==> config.mk <==
export PLATFORM = sky130hd
export DESIGN_NAME = pipe_skid_stage
export DESIGN_NICKNAME = d
export VERILOG_FILES = /design/src/rtl/pipe_pkg.sv /design/src/rtl/pipe_en_reg.sv /design/src/rtl/pipe_skid_stage.sv
export SDC_FILE = /design/constraint.sdc
export NUM_CORES = 1
export LEC_CHECK = 0
export BUFFER_PORTS_ARGS = -buffer_cell sky130_fd_sc_hd__buf_2
export CORE_MARGIN = 1.5
export CORE_UTILIZATION = 40
export DETAILED_ROUTE_END_ITERATION = 12
export GPL_ROUTABILITY_DRIVEN = 0
export PLACE_DENSITY = 0.61
export SYNTH_ARGS = -nofsm -noshare
export SYNTH_HDL_FRONTEND = slang
export SYNTH_SLANG_ARGS = --single-unit
==> constraint.sdc <==
create_clock -name clk -period 1.6 [get_ports clk]
set_input_delay 0.08 -clock clk [delete_from_list [all_inputs] [get_ports clk]]
set_output_delay 0.08 -clock clk [all_outputs]
set_load 0.1 [all_outputs]
==> src/rtl/pipe_pkg.sv <==
// Shared pipeline constants: skid stage state encoding and default payload width.
package pipe_pkg;

  localparam int unsigned DEFAULT_WIDTH = 32;

  typedef enum logic [1:0] {
    EMPTY = 2'd0,
    BUSY  = 2'd1,
    FULL  = 2'd2
  } state_e;

endpackage

==> src/rtl/pipe_en_reg.sv <==
// WIDTH-bit load-enable register with asynchronous active-high reset to RESET_VALUE.
module pipe_en_reg #(
  parameter int unsigned      WIDTH       = 32,
  parameter logic [WIDTH-1:0] RESET_VALUE = '0
) (
  input  logic             clk,
  input  logic             rst,
  input  logic             en,
  input  logic [WIDTH-1:0] d,
  output logic [WIDTH-1:0] q
);

  always_ff @(posedge clk or posedge rst) begin
    if (rst) begin
      q <= RESET_VALUE;
    end else if (en) begin
      q <= d;
    end
  end

endmodule

==> src/rtl/pipe_skid_stage.sv <==
// Two-entry skid buffer pipeline stage with fully registered handshake outputs.
// Optional synchronous flush port is compiled in with PIPE_SKID_FLUSH_EN.
module pipe_skid_stage
  import pipe_pkg::*;
#(
  parameter int unsigned      WIDTH       = DEFAULT_WIDTH,
  parameter logic [WIDTH-1:0] RESET_VALUE = '0
) (
  input  logic             clk,
  input  logic             rst,
  input  logic             in_valid,
  output logic             in_ready,
  input  logic [WIDTH-1:0] in_data,
  output logic             out_valid,
  input  logic             out_ready,
  output logic [WIDTH-1:0] out_data,
  output logic [1:0]       occupancy
`ifdef PIPE_SKID_FLUSH_EN
  ,
  input  logic             flush
`endif
);

  state_e           state_q;
  state_e           state_d;
  logic             main_en;
  logic             skid_en;
  logic             main_from_skid;
  logic             flush_c;
  logic             in_xfer;
  logic             out_xfer;
  logic [WIDTH-1:0] main_d;
  logic [WIDTH-1:0] skid_q;

`ifdef PIPE_SKID_FLUSH_EN
  assign flush_c = flush;
`else
  assign flush_c = 1'b0;
`endif

  // Handshake outputs decode registered state only.
  assign in_ready  = (state_q != FULL);
  assign out_valid = (state_q != EMPTY);
  assign occupancy = 2'(state_q);

  assign in_xfer  = in_valid && in_ready;
  assign out_xfer = out_valid && out_ready;
  assign main_d   = main_from_skid ? skid_q : in_data;

  always_ff @(posedge clk or posedge rst) begin
    if (rst) begin
      state_q <= EMPTY;
    end else begin
      state_q <= state_d;
    end
  end

  always_comb begin
    state_d        = state_q;
    main_en        = 1'b0;
    skid_en        = 1'b0;
    main_from_skid = 1'b0;
    case (state_q)
      EMPTY: begin
        if (in_xfer) begin
          main_en = 1'b1;
          state_d = BUSY;
        end
      end
      BUSY: begin
        if (in_xfer && out_xfer) begin
          main_en = 1'b1;
        end else if (in_xfer) begin
          skid_en = 1'b1;
          state_d = FULL;
        end else if (out_xfer) begin
          state_d = EMPTY;
        end
      end
      FULL: begin
        if (out_xfer) begin
          main_en        = 1'b1;
          main_from_skid = 1'b1;
          state_d        = BUSY;
        end
      end
      default: state_d = EMPTY;
    endcase
    // Flush overrides every transition; data registers may still load harmlessly.
    if (flush_c) begin
      state_d = EMPTY;
    end
  end

  pipe_en_reg #(
    .WIDTH       (WIDTH),
    .RESET_VALUE (RESET_VALUE)
  ) u_main (
    .clk (clk),
    .rst (rst),
    .en  (main_en),
    .d   (main_d),
    .q   (out_data)
  );

  pipe_en_reg #(
    .WIDTH       (WIDTH),
    .RESET_VALUE (RESET_VALUE)
  ) u_skid (
    .clk (clk),
    .rst (rst),
    .en  (skid_en),
    .d   (in_data),
    .q   (skid_q)
  );

endmodule

==> flow_summary.ini, run 1 <==
[status]
status = completed

[floorplanning]
initial_utilization = 0.4171
die_h_um = 90.44
die-width_um = 90.44
rows = 31
io_pins = 72
die_area_sq_um = 8178
core_area_sq_um = 7331

[cts]
post_cts_buffers = 0
clk_path_buf_depth = 2
insertion_delay_ns = 0.34
cts.clk_slew.worst_paths_ns = 0.08
numCtsBuffers = 9
cts_root_buffer = clkbuf_8
clkSinkCount = 66
tritoncts = built
htreeDepth = 3

[setup_path]
start_kind = flip-flop
r2r-end = u_main.q[20]$_DFFE_PP0P_
crit_type = reg2reg
critPathMaxFanout = 12
required_ns = 1.83
rrSetupSlack_ns = 0.03
r2r_cells = 4
arrival_ns = 1.80
end_kind = flip-flop
rr_startpoint = occupancy[0]$_DFFE_PP0P_

[placed_design]
io_buffers = 71
dp_slack_ns = 0.02591
dp_hpwl_mm = 3.815

[power]
p_int_uw = 4466
clkPwrFrac = 0.175
p_leak_uw = 0.002144
combPwrFrac = 0.501
powerDensity_nw_per_um2 = 1886
p_switching_uw = 3773
seq_power_share = 0.324
swShare = 0.4579
ir_drop_mv = 1.051

[drt]
antenna_left = 0
drt_wl_total_mm = 6.294
dr.pass1.iters = 3
drt_iter0_markers = 64
drc = 0
viasPerCell = 4.720
vias = 1940
wl_per_cell_um = 15.31

[timing]
relSlewSlack = 0.6699
fmax_ghz = 0.6378
final-max-slew-violation-count = 0
min_period_over_period = 0.9799
worst_pin_slew_ns = 0.4987
rsz0062_at_grt = yes
hold_viol = 0
finalSetupViolations = 0
worst_slack_ns = 0.03216
setup_tns_ns = 0
period_needed_ns = 1.568
fin_skew_ns = 0.009627

[global_routing]
gr-total-overflow = 0
grt_max_degree = 67
groute.usage.overall = 0.1640
grt_pass1_wl_mm = 10.36
antenna_found_initial = 0
grt_pass1_vias = 2081

[finish]
nets = 343
utilization = 0.5960
diodes = 0
syn2layout_area_growth_pct = 42.88
drive_above_1_share = 0.6090

[min_path]
hp-class = in2reg
worstHoldStart = out_ready
hold_depth = 2
worstHoldEndpoint = occupancy[1]$_DFFE_PP0P_

[synth]
ys_ff_latch = 66
synthDistinctLibCells = 19
ys_seq_area_frac = 0.5401
syn_area_sq_um = 3058
ys_warn_count = 0
syn_area_per_cell_sq_um = 16.18
synth_nets = 225
syn_inst = 189

[run]
drv_cap = 0
-- registers in the layout, summed over array words and instances (netlist names) --
name	count
u_main.q	32
occupancy	2
u_skid.q	32
-- layout make-up --
class / instances / area [sq um]
Fill cell: 579 / 2962
Sequential cell: 66 / 1659
Multi-Input combinational cell: 110 / 1474
Timing Repair Buffer: 116 / 889.6
Clock buffer: 11 / 151.4
Tap cell: 99 / 123.9
Clock inverter: 5 / 52.55
Inverter: 4 / 18.77
-- critical path: stages, from the launching register on --
cell and delay (ns):
dfrtp_4 0.48, nand3b_4 0.21, buf_12 0.18, mux2_1 0.32
mux2_4 0.26
-- worst max-delay path by stage --
stage | slack (ns) | cells past startpoint | startpoint | to
floorplan | -0.13 | 5 | occupancy[0]$_DFFE_PP0P_ | u_main.q[13]$_DFFE_PP0P_
global route | -0.02 | 4 | occupancy[0]$_DFFE_PP0P_ | u_main.q[22]$_DFFE_PP0P_
global placement | 0.04 | 4 | occupancy[0]$_DFFE_PP0P_ | u_main.q[22]$_DFFE_PP0P_
detailed placement | 0.03 | 4 | occupancy[0]$_DFFE_PP0P_ | u_main.q[5]$_DFFE_PP0P_
finish | 0.03 | 4 | occupancy[0]$_DFFE_PP0P_ | u_main.q[20]$_DFFE_PP0P_
CTS | -0.005 | 3 | occupancy[1]$_DFFE_PP0P_ | out_valid
-- synthesized netlist by cell type --
cell,n,area [sq um]
a21oi_1,1,5.000
o22ai_1,2,12.51
mux2_4,37,555.5
nand2b_1,3,18.77
and3b_1,1,8.760
a32oi_1,3,26.28
o21ai_4,1,16.27
buf_4,3,22.52
dfrtp_1,66,1652
mux2i_1,1,10.01
mux2_2,18,202.7
mux2_1,35,394.1
nor2_2,1,6.260
inv_1,4,15.01
buf_6,6,67.56
nor2b_1,2,12.51
or2_2,1,6.260
nand3b_2,1,11.26
o21ai_0,3,15.01
-- layout by cell type, fill, tap and decap left out, drive strengths merged --
cell | netlist | layout
a21oi | 1 | 1
a32oi | 3 | 3
and3b | 1 | 1
buf | 9 | 82
bufinv | 0 | 1
clkbuf | 0 | 12
clkinv | 0 | 3
clkinvlp | 0 | 2
dfrtp | 66 | 66
dlygate4sd3 | 0 | 33
inv | 4 | 3
mux2 | 90 | 90
mux2i | 1 | 1
nand2b | 3 | 3
nand3b | 1 | 1
nor2 | 1 | 1
nor2b | 2 | 2
o21ai | 4 | 4
o22ai | 2 | 2
or2 | 1 | 1
-- repair_timing --
item                                    CTS  global route
gates resized for setup                   3            13
endpoints found under the hold margin    99             0
endpoints found under the setup margin    2            26
gates cloned                              0             1
hold buffers                             33             0
-- metal layers --
metal | part of all wire | GRT usage | vias to the layer above
li1 | - | - | 916
met1 | 0.49 | 0.2213 | 975
met2 | 0.46 | 0.2494 | 44
met3 | 0.039 | 0.05219 | 5
met4 | 0.0087 | 0.05556 | 0
met5 | 0 | 0 | -
-- power groups by stage --
stage	combinational [uW]	clock, uW	sequential, uW
after CTS	4070	1490	2660
final	4130	1450	2670
after global placement	3980	0	2670
after global routing	4270	1560	2760
after detailed placement	4000	0	2670
after floorplan	1340	0	4700
-- logic make-up after synthesis --
kind of cell    Yosys count  synth area share
simple gates              9           0.02087
mux                      91            0.3801
flops                    66            0.5401
buf+inv                  13           0.03437
compound gates           10           0.02455
-- stage by stage --
| stage | instance area (sq um) | instances | hold slack (ns) | total power (uW) |
|---|---|---|---|---|
| 4_1_cts | 4295 | 410 | 0.04281 | 8225 |
| 2_1_floorplan | 3228 | 189 | 0.1867 | 6041 |
| 3_5_place_dp | 3752 | 361 | 0.2098 | 6665 |
| 5_1_grt | 4369 | 411 | 0.06425 | 8592 |
| 6_report | 4369 | 411 | 0.07353 | 8239 |
| 3_3_place_gp | 3752 | 361 | 0.2074 | 6642 |
Power figures use the tool's default switching activity.
==> run 2, diff against run 1 <==
CORE_UTILIZATION = 35   (was 40)
PLACE_DENSITY = not set   (was 0.61)
==> run 2 against run 1 <==
  * Via count up 0.46%
  * Sequential power about the same
  * Sequential share of layout area down 0.76 points
  * Maximum frequency down 1.9%
  * Critical path depth unchanged
  * Critical endpoint is now u_main.q[19]$_DFFE_PP0P_
  * Largest cell class unchanged
==> flow_summary.ini, run 2 (synthesis gave the netlist of run 1 again) <==
[min_path]
worstHoldStart = out_ready
hold_depth = 2
hp-class = in2reg
worstHoldEndpoint = occupancy[1]$_DFFE_PP0P_

[setup_path]
required_ns = 1.83
max_stage_delay_ns = 0.49
cp_cell_sequence = nand3b_4, buf_12, mux2_1, mux2_4
rr_startpoint = occupancy[0]$_DFFE_PP0P_
rrSetupSlack_ns = 0.001
end_kind = flip-flop
start_kind = flip-flop
cpLargestDelayFamily = multiplexers
r2r_cells = 4
startpoint = occupancy[0]$_DFFE_PP0P_
r2r-end = u_main.q[19]$_DFFE_PP0P_
path_buf_inv = 1
cp_slowest_cell = dfrtp_4
arrival_ns = 1.82
critPathMaxFanout = 13
crit_type = reg2reg

[cts]
htreeDepth = 3
clkSinkCount = 66
cts.clk_slew.worst_paths_ns = 0.07
tritoncts = built
numCtsBuffers = 9
insertion_delay_ns = 0.34
cts_root_buffer = clkbuf_8
clk_path_buf_depth = 2

[floorplanning]
core_area_sq_um = 8341
initial_utilization = 0.3666
io_pins = 72
die_area_sq_um = 9306
die_h_um = 96.47
rows = 33
die-width_um = 96.47

[timing]
hold_viol = 0
final-max-slew-violation-count = 0
fmax_ghz = 0.6256
worst_hold_slack_ns = 0.06074
relSlewSlack = 0.6495
rsz0062_at_grt = yes
fin_skew_ns = 0.008555
worst_slack_ns = 0.001448
min_period_over_period = 0.9991
finalSetupViolations = 0
period_needed_ns = 1.599
worst_pin_slew_ns = 0.5246

[drt]
drc = 0
dr.pass1.iters = 3
drt_iter0_markers = 66
wl_per_cell_um = 15.37
drt_wl_total_mm = 6.488
antenna_left = 0
vias = 1949
viasPerCell = 4.618

[finish]
nets = 348
fillCellCount = 698
layout_commonest_cell = mux2_4
drive_above_1_share = 0.6183
syn2layout_area_growth_pct = 45.79
diodes = 0
fin_area_sq_um = 4458
final_cell_mix = mux2_4 (77), buf_2 (69), dfrtp_1 (64)
finalNonFillerCells = 422

[placed_design]
dp_slack_ns = 0.003439
placed_area_sq_um = 3777
io_buffers = 71
dp_hpwl_mm = 4.190
dp_cells = 371

[power]
powerDensity_nw_per_um2 = 1877
ir_drop_mv = 0.8145
p_leak_uw = 0.002189

[global_routing]
grt_pass1_vias = 2052
grt_max_degree = 28
antenna_found_initial = 0
gr-total-overflow = 0
groute.usage.overall = 0.1522
grt_pass1_wl_mm = 10.32

[run]
drv_cap = 0

[status]
status = completed
[run 2: area by class of cell]
type	count	area, sq um	area share
flip-flops and latches	66	1659	0.3722
multi-input cells	110	1480	0.3320
repair buffers	121	949.7	0.2130
well taps	105	131.4	0.02947
clock buffers	10	127.6	0.02863
clock inverters	6	91.34	0.02049
inverters	4	18.77	0.004210
[run 2: power by group]
part,switching (uW),internal (uW)
sequential,347,2310
clock,665,883
combinational,2790,1370
[run 2: through the flow]
stage          utilization  power (uW)  setup TNS (ns)
6_report            0.5345        8370               0
5_1_grt             0.5345        8756         -0.2869
4_1_cts             0.5239        8389        -0.01167
3_5_place_dp        0.4529        6682               0
3_3_place_gp        0.4529        6639               0
2_1_floorplan            -        6041          -4.968
[run 2: how the worst max path moves through the flow]
stage	to	slack, ns	depth (start not counted)
2_1_floorplan	u_main.q[13]$_DFFE_PP0P_	-0.13	5
3_3_place_gp	u_skid.q[7]$_DFFE_PP0P_	0.008	5
3_5_place_dp	u_main.q[13]$_DFFE_PP0P_	0.003	4
4_1_cts	u_skid.q[13]$_DFFE_PP0P_	-0.003	5
5_1_grt	u_main.q[24]$_DFFE_PP0P_	-0.03	4
6_report	u_main.q[19]$_DFFE_PP0P_	0.001	4
[run 2: metal layers]
layer | vias up | wire [um] | track usage | share of wire
met2 | 47 | 2984 | 0.2284 | 0.46
met5 | - | 0 | 0 | 0
met1 | 965 | 3113 | 0.2024 | 0.48
met3 | 10 | 272 | 0.04382 | 0.042
met4 | 0 | 119 | 0.07005 | 0.018
li1 | 927 | - | - | -
[run 2: repair_timing]
action / 4_1_cts / 5_1_grt
gates cloned: 0 / 0
endpoints found under the hold margin: 51 / 0
resized for setup: 12 / 16
hold buffers: 33 / 0
pin swaps: 0 / 1
endpoints found under the setup margin: 10 / 45
buffers inserted: 0 / 2
